$ cat src/rtl/menu_select_controller.sv
// menu_select_controller
//   Main-menu sequencer. Turns debounced button levels into the highlighted
//   option index (sel_index, drives metadata[28:26]), launches the chosen mode
//   and parks until that mode signals it has finished.
//
//   Handshake: start_pulse is a one-cycle strobe; start_mode is valid while
//   start_pulse=1 and otherwise holds the last launched value. return_menu is
//   a one-cycle pulse that is only honoured in ACTIVE.
//
// Ports
//   clock        system clock
//   reset        synchronous, active-high reset
//   btn_up/down/left/right/select  debounced button levels (clock domain)
//   return_menu  one-cycle pulse: launched mode finished
//   sel_index    highlighted option 0..4
//   menu_active  1 while the menu screen is shown
//   start_pulse  one-cycle launch strobe
//   start_mode   option being launched / last launched
//   state        0=MENU, 1=LAUNCH, 2=ACTIVE
module menu_select_controller #(
  parameter int REPEAT_DELAY = 25000000,
  parameter int REPEAT_RATE  = 6250000,
  parameter int CNT_W        = 25
) (
  input  logic       clock,
  input  logic       reset,
  input  logic       btn_up,
  input  logic       btn_down,
  input  logic       btn_left,
  input  logic       btn_right,
  input  logic       btn_select,
  input  logic       return_menu,
  output logic [2:0] sel_index,
  output logic       menu_active,
  output logic       start_pulse,
  output logic [2:0] start_mode,
  output logic [1:0] state
);

  typedef enum logic [1:0] {
    S_MENU   = 2'd0,
    S_LAUNCH = 2'd1,
    S_ACTIVE = 2'd2
  } state_t;

  typedef enum logic [2:0] {
    D_NONE  = 3'd0,
    D_UP    = 3'd1,
    D_DOWN  = 3'd2,
    D_LEFT  = 3'd3,
    D_RIGHT = 3'd4
  } dir_t;

  state_t           st;
  logic [4:0]       btn;        // {right, left, down, up, select}
  logic [4:0]       btn_prev;
  logic [4:0]       press;
  dir_t             held_dir;
  dir_t             press_dir;
  dir_t             dir_q;      // held direction seen last cycle
  logic [CNT_W-1:0] hold_cnt;
  logic [CNT_W-1:0] repeat_limit;
  logic             first_done; // first auto-repeat of this hold has fired
  logic             cnt_clear;
  logic             repeat_hit;

  // One navigation step in the two-column layout:
  // left column 0,1,2 ; right column 3,4.
  function automatic logic [2:0] nav(input logic [2:0] cur, input dir_t d);
    logic [2:0] nxt;
    nxt = cur;
    case (d)
      D_UP: begin
        case (cur)
          3'd0:    nxt = 3'd2;
          3'd1:    nxt = 3'd0;
          3'd2:    nxt = 3'd1;
          3'd3:    nxt = 3'd4;
          3'd4:    nxt = 3'd3;
          default: nxt = 3'd0;
        endcase
      end
      D_DOWN: begin
        case (cur)
          3'd0:    nxt = 3'd1;
          3'd1:    nxt = 3'd2;
          3'd2:    nxt = 3'd0;
          3'd3:    nxt = 3'd4;
          3'd4:    nxt = 3'd3;
          default: nxt = 3'd0;
        endcase
      end
      D_LEFT: begin
        case (cur)
          3'd3:    nxt = 3'd0;
          3'd4:    nxt = 3'd1;
          default: nxt = cur;
        endcase
      end
      D_RIGHT: begin
        case (cur)
          3'd0:    nxt = 3'd3;
          3'd1:    nxt = 3'd4;
          3'd2:    nxt = 3'd4;
          default: nxt = cur;
        endcase
      end
      default: nxt = cur;
    endcase
    return nxt;
  endfunction

  always_comb begin
    btn   = {btn_right, btn_left, btn_down, btn_up, btn_select};
    press = btn & ~btn_prev;

    held_dir = D_NONE;
    if (btn[1])      held_dir = D_UP;
    else if (btn[2]) held_dir = D_DOWN;
    else if (btn[3]) held_dir = D_LEFT;
    else if (btn[4]) held_dir = D_RIGHT;

    press_dir = D_NONE;
    if (press[1])      press_dir = D_UP;
    else if (press[2]) press_dir = D_DOWN;
    else if (press[3]) press_dir = D_LEFT;
    else if (press[4]) press_dir = D_RIGHT;

    repeat_limit = first_done ? CNT_W'(REPEAT_RATE - 1) : CNT_W'(REPEAT_DELAY - 1);

    // Any new press, a release, or a change of held direction restarts the hold.
    cnt_clear  = (|press) || (held_dir == D_NONE) || (held_dir != dir_q);
    repeat_hit = !cnt_clear && (hold_cnt == repeat_limit);
  end

  always_ff @(posedge clock) begin
    if (reset) begin
      st          <= S_MENU;
      sel_index   <= 3'd0;
      menu_active <= 1'b1;
      start_pulse <= 1'b0;
      start_mode  <= 3'd0;
      btn_prev    <= 5'b11111;  // a button held through reset must be released first
      dir_q       <= D_NONE;
      hold_cnt    <= '0;
      first_done  <= 1'b0;
    end else begin
      btn_prev    <= btn;
      dir_q       <= held_dir;
      start_pulse <= 1'b0;
      case (st)
        S_MENU: begin
          if (sel_index > 3'd4) begin
            sel_index <= 3'd0;
          end else if (press[0]) begin
            st          <= S_LAUNCH;
            start_mode  <= sel_index;
            start_pulse <= 1'b1;
            menu_active <= 1'b0;
          end else if (press_dir != D_NONE) begin
            sel_index <= nav(sel_index, press_dir);
          end else if (repeat_hit) begin
            sel_index <= nav(sel_index, held_dir);
          end

          if (cnt_clear) begin
            hold_cnt   <= '0;
            first_done <= 1'b0;
          end else if (repeat_hit) begin
            hold_cnt   <= '0;
            first_done <= 1'b1;
          end else begin
            hold_cnt <= hold_cnt + 1'b1;
          end
        end
        S_LAUNCH: begin
          st         <= S_ACTIVE;
          hold_cnt   <= '0;
          first_done <= 1'b0;
        end
        S_ACTIVE: begin
          hold_cnt   <= '0;
          first_done <= 1'b0;
          if (return_menu) begin
            st          <= S_MENU;
            menu_active <= 1'b1;
          end
        end
        default: begin
          st          <= S_MENU;
          menu_active <= 1'b1;
          hold_cnt    <= '0;
          first_done  <= 1'b0;
        end
      endcase
    end
  end

  assign state = st;

endmodule

$ cat config.mk
export PLATFORM = sky130hd
export DESIGN_NAME = menu_select_controller
export DESIGN_NICKNAME = d
export VERILOG_FILES = /design/src/rtl/menu_select_controller.sv
export SDC_FILE = /design/constraint.sdc
export NUM_CORES = 1
export LEC_CHECK = 0
export CORE_AREA = 2 2 60 76
export CTS_BUF_LIST = sky130_fd_sc_hd__clkbuf_4
export CTS_CLUSTER_DIAMETER = 40
export DETAILED_ROUTE_END_ITERATION = 10
export DIE_AREA = 0 0 62 78
export PLACE_DENSITY = 0.83
export SETUP_SLACK_MARGIN = 0.4
export SLEW_MARGIN = 20
export SYNTH_ARGS = -nofsm -noshare
export SYNTH_HDL_FRONTEND = slang
export SYNTH_SLANG_ARGS = --single-unit
export TNS_END_PERCENT = 20
$ cat constraint.sdc
create_clock -name clock -period 4.7 [get_ports clock]
set_input_delay 0.94 -clock clock [delete_from_list [all_inputs] [get_ports clock]]
set_output_delay 0.94 -clock clock [all_outputs]
set_load 0.005 [all_outputs]
Word-level counts from Yosys, hierarchy flattened. Cells that the tools add are included.

Register bits after elaboration: 44. Input bits: 8. Output and inout port bits: 10. Word-level logic and storage cells: 84.

$add $sub $neg: 1. Magnitude comparators: 1. Eq/ne operators: 21. Mux-type cells: 28. Bitwise logic cells: 5. Reduce and logical (&&, ||, !) cells: 19.

Operators by type and width (count): case mux 3 bit (4 select lines) (4); 2-to-1 mux 3 bit (12); adder 25 x 1 -> 25 bit (second input constant) (1); equality test 25 bit (1); 2-to-1 mux 25 bit (1); equality test 3 x 2 -> 1 bit (second input constant) (6); case mux 3 bit (2 select lines) (2); equality test 3 x 1 -> 1 bit (second input constant) (3); equality test 3 bit (second input constant) (3); logical NOT 3 bit (2); 2-to-1 mux 2 bit (3); inequality test 2 bit (second input constant) (3); inequality test 6 x 2 -> 1 bit (second input constant) (1); case mux 2 bit (3 select lines) (1); AND reduction 3 bit (2); nonzero test 3 bit (2); nonzero test 6 bit (1); OR reduction 3 bit (2); bitwise AND 5 bit (1); inverter 5 bit (1); AND reduction 5 bit (1); OR reduction 5 bit (1); 2-to-1 mux 1 bit (4); AND reduction 4 bit (1); 13 further kinds (16).

Depth between registers and ports, before layout.
Depth in word-level cells: 13. Depth in mapped cells: 9. Mapped depth without buffers: 7.

Least setup slack after synthesis. OpenSTA, ideal clock, no wires.

Path type: input to register. Start: input btn_down. End: register sel_index[1]. Library setup time: 123 ps. Arrival: 2477 ps. Data required time: 4577 ps. Path slack: 2099 ps. Stages: 7. Path buffers: 1. Path through: buf_6 > nor2_1 > or4b_1 > o311ai_2 > nor4b_2 > or2_1 > mux2_1.

Longest elaborated chain between the ends: 9. Elaborated cells on any way between the ends: 31. Classes of those cells: eq/ne: 10; mux: 10; bitwise: 1; reduce/logical: 10.

RTL lines: start: declaration (line 28) `input logic btn_down,`; branches (longest 9 deep; another with case mux 3 bit (4 select lines)); end signal: assignment (line 161) `sel_index <= nav(sel_index, press_dir);`; end signal: assignment (line 163) `sel_index <= nav(sel_index, held_dir);`; end: declaration (line 33) `output logic [2:0] sel_index,`.

Parallel ways; which one is timed is not known. The select of a mux whose other input is x is not followed. A chain may end at the register's enable or synchronous reset.

Worst setup path in the final report.
Start: input btn_up. End: register sel_index[1].

Longest elaborated chain between the ends: 8. Elaborated cells on any way between the ends: 29. Classes of those cells: eq/ne: 10; mux: 8; bitwise: 1; reduce/logical: 10.

RTL lines: start: declaration (line 27) `input logic btn_up,`; branches (longest 8 deep; another with case mux 3 bit (4 select lines)).

Parallel ways; which one is timed is not known. The select of a mux whose other input is x is not followed.

==> results by group <==
Cells and area
  • Post-layout utilization of the core: just under 70%
  • Antenna cell count: 0
  • Share of cells above drive strength 1: between 10% and 20%
  • Most frequent cells in the layout: 44 x sky130_fd_sc_hd__dfxtp_1, 32 x sky130_fd_sc_hd__nor2_1, 22 x sky130_fd_sc_hd__nand2_1
  • Reg area: around 880 µm²
  • Non-filler cells in the finished layout: between 300 and 400
  • Most common cell after layout, fill and taps aside: sky130_fd_sc_hd__dfxtp_1
  • Multi-input gate area in the final layout: ~1500 µm²
  • Filler cell count: around 340
  • Final #Nets: ~310
  • P&R area growth vs syn: 8.88%

Critical path
  • Crit path cell chain: clkdlybuf4s50_1 > nor2b_1 > nor4_4 > nor2b_1 > o22a_1 > a2111oi_0 > mux2_1
  • Terminus of the critical flop-to-flop path: sel_index[1]
  • Largest fanout on the critical path: 14
  • Worst path arrival time: approximately 3.5 ns
  • Worst EP required: 5.01 ns
  • Kind of cell with the highest combined delay on the critical path: buffers and inverters
  • Reg-to-reg critical path startpoint: sel_index[2]
  • Worst Reg-to-Reg Cells: 6
  • Element type at the critical path end: flop
  • Cell with the most instances on the worst path: sky130_fd_sc_hd__nor2b_1
  • Max stage delay on crit path: between 0.7 and 0.8 ns
  • Buffers plus inverters on the worst setup path: 1
  • Flop2flop setup slack: between 2 and 2.5 ns
  • Master of the slowest instance on the critical path: sky130_fd_sc_hd__clkdlybuf4s50_1
  • Kind of start point of the critical path: input port
  • Category of the critical setup timing path: in -> reg

Power and ir drop
  • Leakage power summed over all cells: roughly 0.90 nW
  • Relative contribution of combinational cells to total power: between 10% and 20%
  • Clk pwr share: a little under a third
  • Reported net switching power: approximately 0.00021 W
  • P_int: roughly 0.00055 W
  • Max rail drop VDD: approximately 0.23 mV
  • Switch share: roughly 28%
  • Ratio of total power to cell area: ~280 nW/µm²
  • Relative contribution of sequential cells to total power: between 50 and 60%

Floorplanning
  • Core area: 4070 µm²
  • Starting Density: 62.3%
  • Full die area: around 4800 µm²
  • Ports: 18
  • Die Y: 78 µm
  • Std-Cell Rows: 26
  • Die boundary width: 62 µm

Timing
  • Normalized max-slew margin: about 44%
  • Portion of the clock cycle consumed by the worst path in the final layout: between 60% and 70%
  • Setup violations, final: 0
  • Count of final max-slew check failures: 0
  • RSZ-0062 raised after global routing: false
  • Aggregate negative setup slack: 0 ns
  • Final worst-path setup slack: between 1.5 and 2 ns
  • Worst Tran Pin Value: 0.831 ns
  • Final setup skew: roughly 0.010 ns
  • Maximum achievable frequency: roughly 0.32 GHz
  • Shortest clock period the worst path allows after layout: between 3 and 4 ns
  • Number of hold violations in the final report: 0

Synth
  • Compound-cell area share of the yosys netlist: around 15%
  • Average footprint of a synthesized cell: between 8 and 9 µm²
  • Syn Nets: 300
  • Xor/xnor share of the synthesized area: around 9%
  • Top flip-flop cell by instance count after synthesis: sky130_fd_sc_hd__dfxtp_1
  • Flip-flop and latch count after synthesis: 44
  • Count of flip-flops with a built-in enable after synthesis: 0
  • Multiplexer share of the synthesized area: 1.63%
  • Post-synthesis adder-cell area fraction: 0.494%
  • Combinational family with the most area after synthesis: simple AND/OR/NAND/NOR gates
  • Simple logic cell fraction of the synthesized area: 34.1%
  • Post-synth ARST share: 0%
  • Count of cell types in the netlist: slightly above 60
  • Number of cells produced by synthesis: between 200 and 300
  • Synth Warn #: 0
  • Post-Synthesis Cell Area: 2530 µm²
  • Sequential element share of the synthesized area: between 30% and 40%

Placement
  • Count of port buffers added during placement: 17
  • Pre-CTS worst setup slack: about 1.2 ns
  • Cell count after placement: 353
  • Detailed placer's ending HPWL: approximately 3.7 mm
  • Weighted congestion at the end of routability-driven global placement: approximately 0.90

Route
  • Antenna viol nets, final: 0
  • Routed via count divided by cell count: 5.82
  • Drt drc: 0
  • Via Count: 2100
  • Routed WL per cell: about 14 µm
  • Initial DRC Count: about 110
  • Final Routed Wirelength: 5.16 mm
  • Drt pass-1 iters: 4

Worst hold path
  • Hold path start: hold_cnt[0]
  • Path class of the lowest-slack min-delay path: reg -> reg
  • Depth of the worst hold-timing path: 1
  • Worst hold path endpoint: hold_cnt[0]

Clocking
  • Number of buffers on the longest clock path: 2
  • Number of post-CTS setup repair buffers: 0
  • TritonCTS clock tree: yes
  • CTS HTree Levels: 2
  • Total clock buffers created by CTS: 5
  • Post-cts hold buffer count: 0
  • Number of sinks handled by clock tree synthesis: 44
  • Cells resized by post-CTS repair: 0
  • Clock Root Buffer: sky130_fd_sc_hd__clkbuf_4
  • Clock input transition at the sequential cells of the worst setup and hold paths: around 0.13 ns
  • Source-to-sink clock delay at the later pin of the worst-skew pair: roughly 0.36 ns

GRT
  • GRT Residual Overflow: 0
  • Wire length of the first global-routing pass: about 8.8 mm
  • Number of antenna violations at the first check in global routing: 0
  • Via count of the first global-routing pass: 2052
  • Largest net degree at the start of global routing: 26
  • Total track usage: a little under a quarter

Flow run
  • Max-cap violations: 0

Run status
  • Result of the run: complete, no violations
## how the worst max path moves through the flow
stage | cells past startpoint | slack, ns | from | end
floorplan | 7 | 2.10 | btn_down | sel_index[1]
global placement | 8 | 1.28 | btn_up | hold_cnt[24]
detailed placement | 8 | 1.22 | btn_up | hold_cnt[2]
CTS | 8 | 1.59 | btn_up | hold_cnt[3]
global route | 8 | 1.43 | btn_up | hold_cnt[6]
finish | 7 | 1.54 | btn_up | sel_index[1]
## cell families (layout without fill, tap and decap cells)
| family | count (synthesis) | in the layout |
|---|---|---|
| AND/OR/NAND/NOR | 145 | 145 |
| AO/OA/AOI/OAI | 49 | 49 |
| flip-flops | 44 | 44 |
| XOR/XNOR | 26 | 26 |
| buffers and inverters | 22 | 36 |
| multiplexers | 4 | 4 |
| adder cells (fa/ha/maj) | 1 | 1 |
## power groups by stage
stage	clock network (W)	registers (W)	logic [W]
after global placement	0	0.000413	0.000123
after floorplan	0	0.000398	0.000106
after global routing	0.000259	0.000408	0.000139
after CTS	0.000242	0.000404	0.000125
final	0.000238	0.000405	0.000126
after detailed placement	0	0.000413	0.000124
## flip-flops by register name, summed over array words and instances, names as in the netlist
| name | count |
|---|---|
| start_pulse | 1 |
| btn_prev | 5 |
| menu_active | 1 |
| start_mode | 3 |
| hold_cnt | 25 |
| first_done | 1 |
| state | 2 |
| dir_q | 3 |
| sel_index | 3 |
## per-layer routing
metal	wire [µm]	vias to the layer above	track usage [%]
met3	226	8	5.83
met2	2690	46	40.0
met1	2170	991	27.8
met5	0	-	0
met4	66	0	7.45
li1	-	1055	-
## synth_stat cells, drive strengths merged, types with 5 or more instances
cell type / count / area share, %
nor3: 11 / 2.2
xnor2: 16 / 5.5
inv: 9 / 1.3
xor2: 10 / 3.5
nand3: 13 / 2.6
nand4: 6 / 1.5
buf: 8 / 3.5
o21ai: 11 / 2.3
a21oi: 10 / 2.0
dfxtp: 44 / 35
nor4: 5 / 1.8
nor2: 52 / 12
nor2b: 10 / 2.8
nand2: 22 / 3.3
nand2b: 6 / 2.1
and3: 5 / 1.2
## per-stage QoR
stage | total power [W] | area (µm²) | hold slack [ns]
after floorplan | 0.000504 | 2530 | 0.439
after global placement | 0.000536 | 2680 | 0.454
after detailed placement | 0.000537 | 2680 | 0.457
after CTS | 0.000771 | 2760 | 0.488
after global routing | 0.000805 | 2760 | 0.521
final | 0.000769 | 2760 | 0.486
## cell type report
class                   instances  area share [%]
repair buffers                 18            6.44
inverters                      10            1.36
flip-flops and latches         44            31.9
multi-input cells             225            54.9
clock buffers                   5            1.36
clock inverters                 3            1.54
well taps                      56            2.54
No activity file was read; power rests on OpenSTA's default activity.
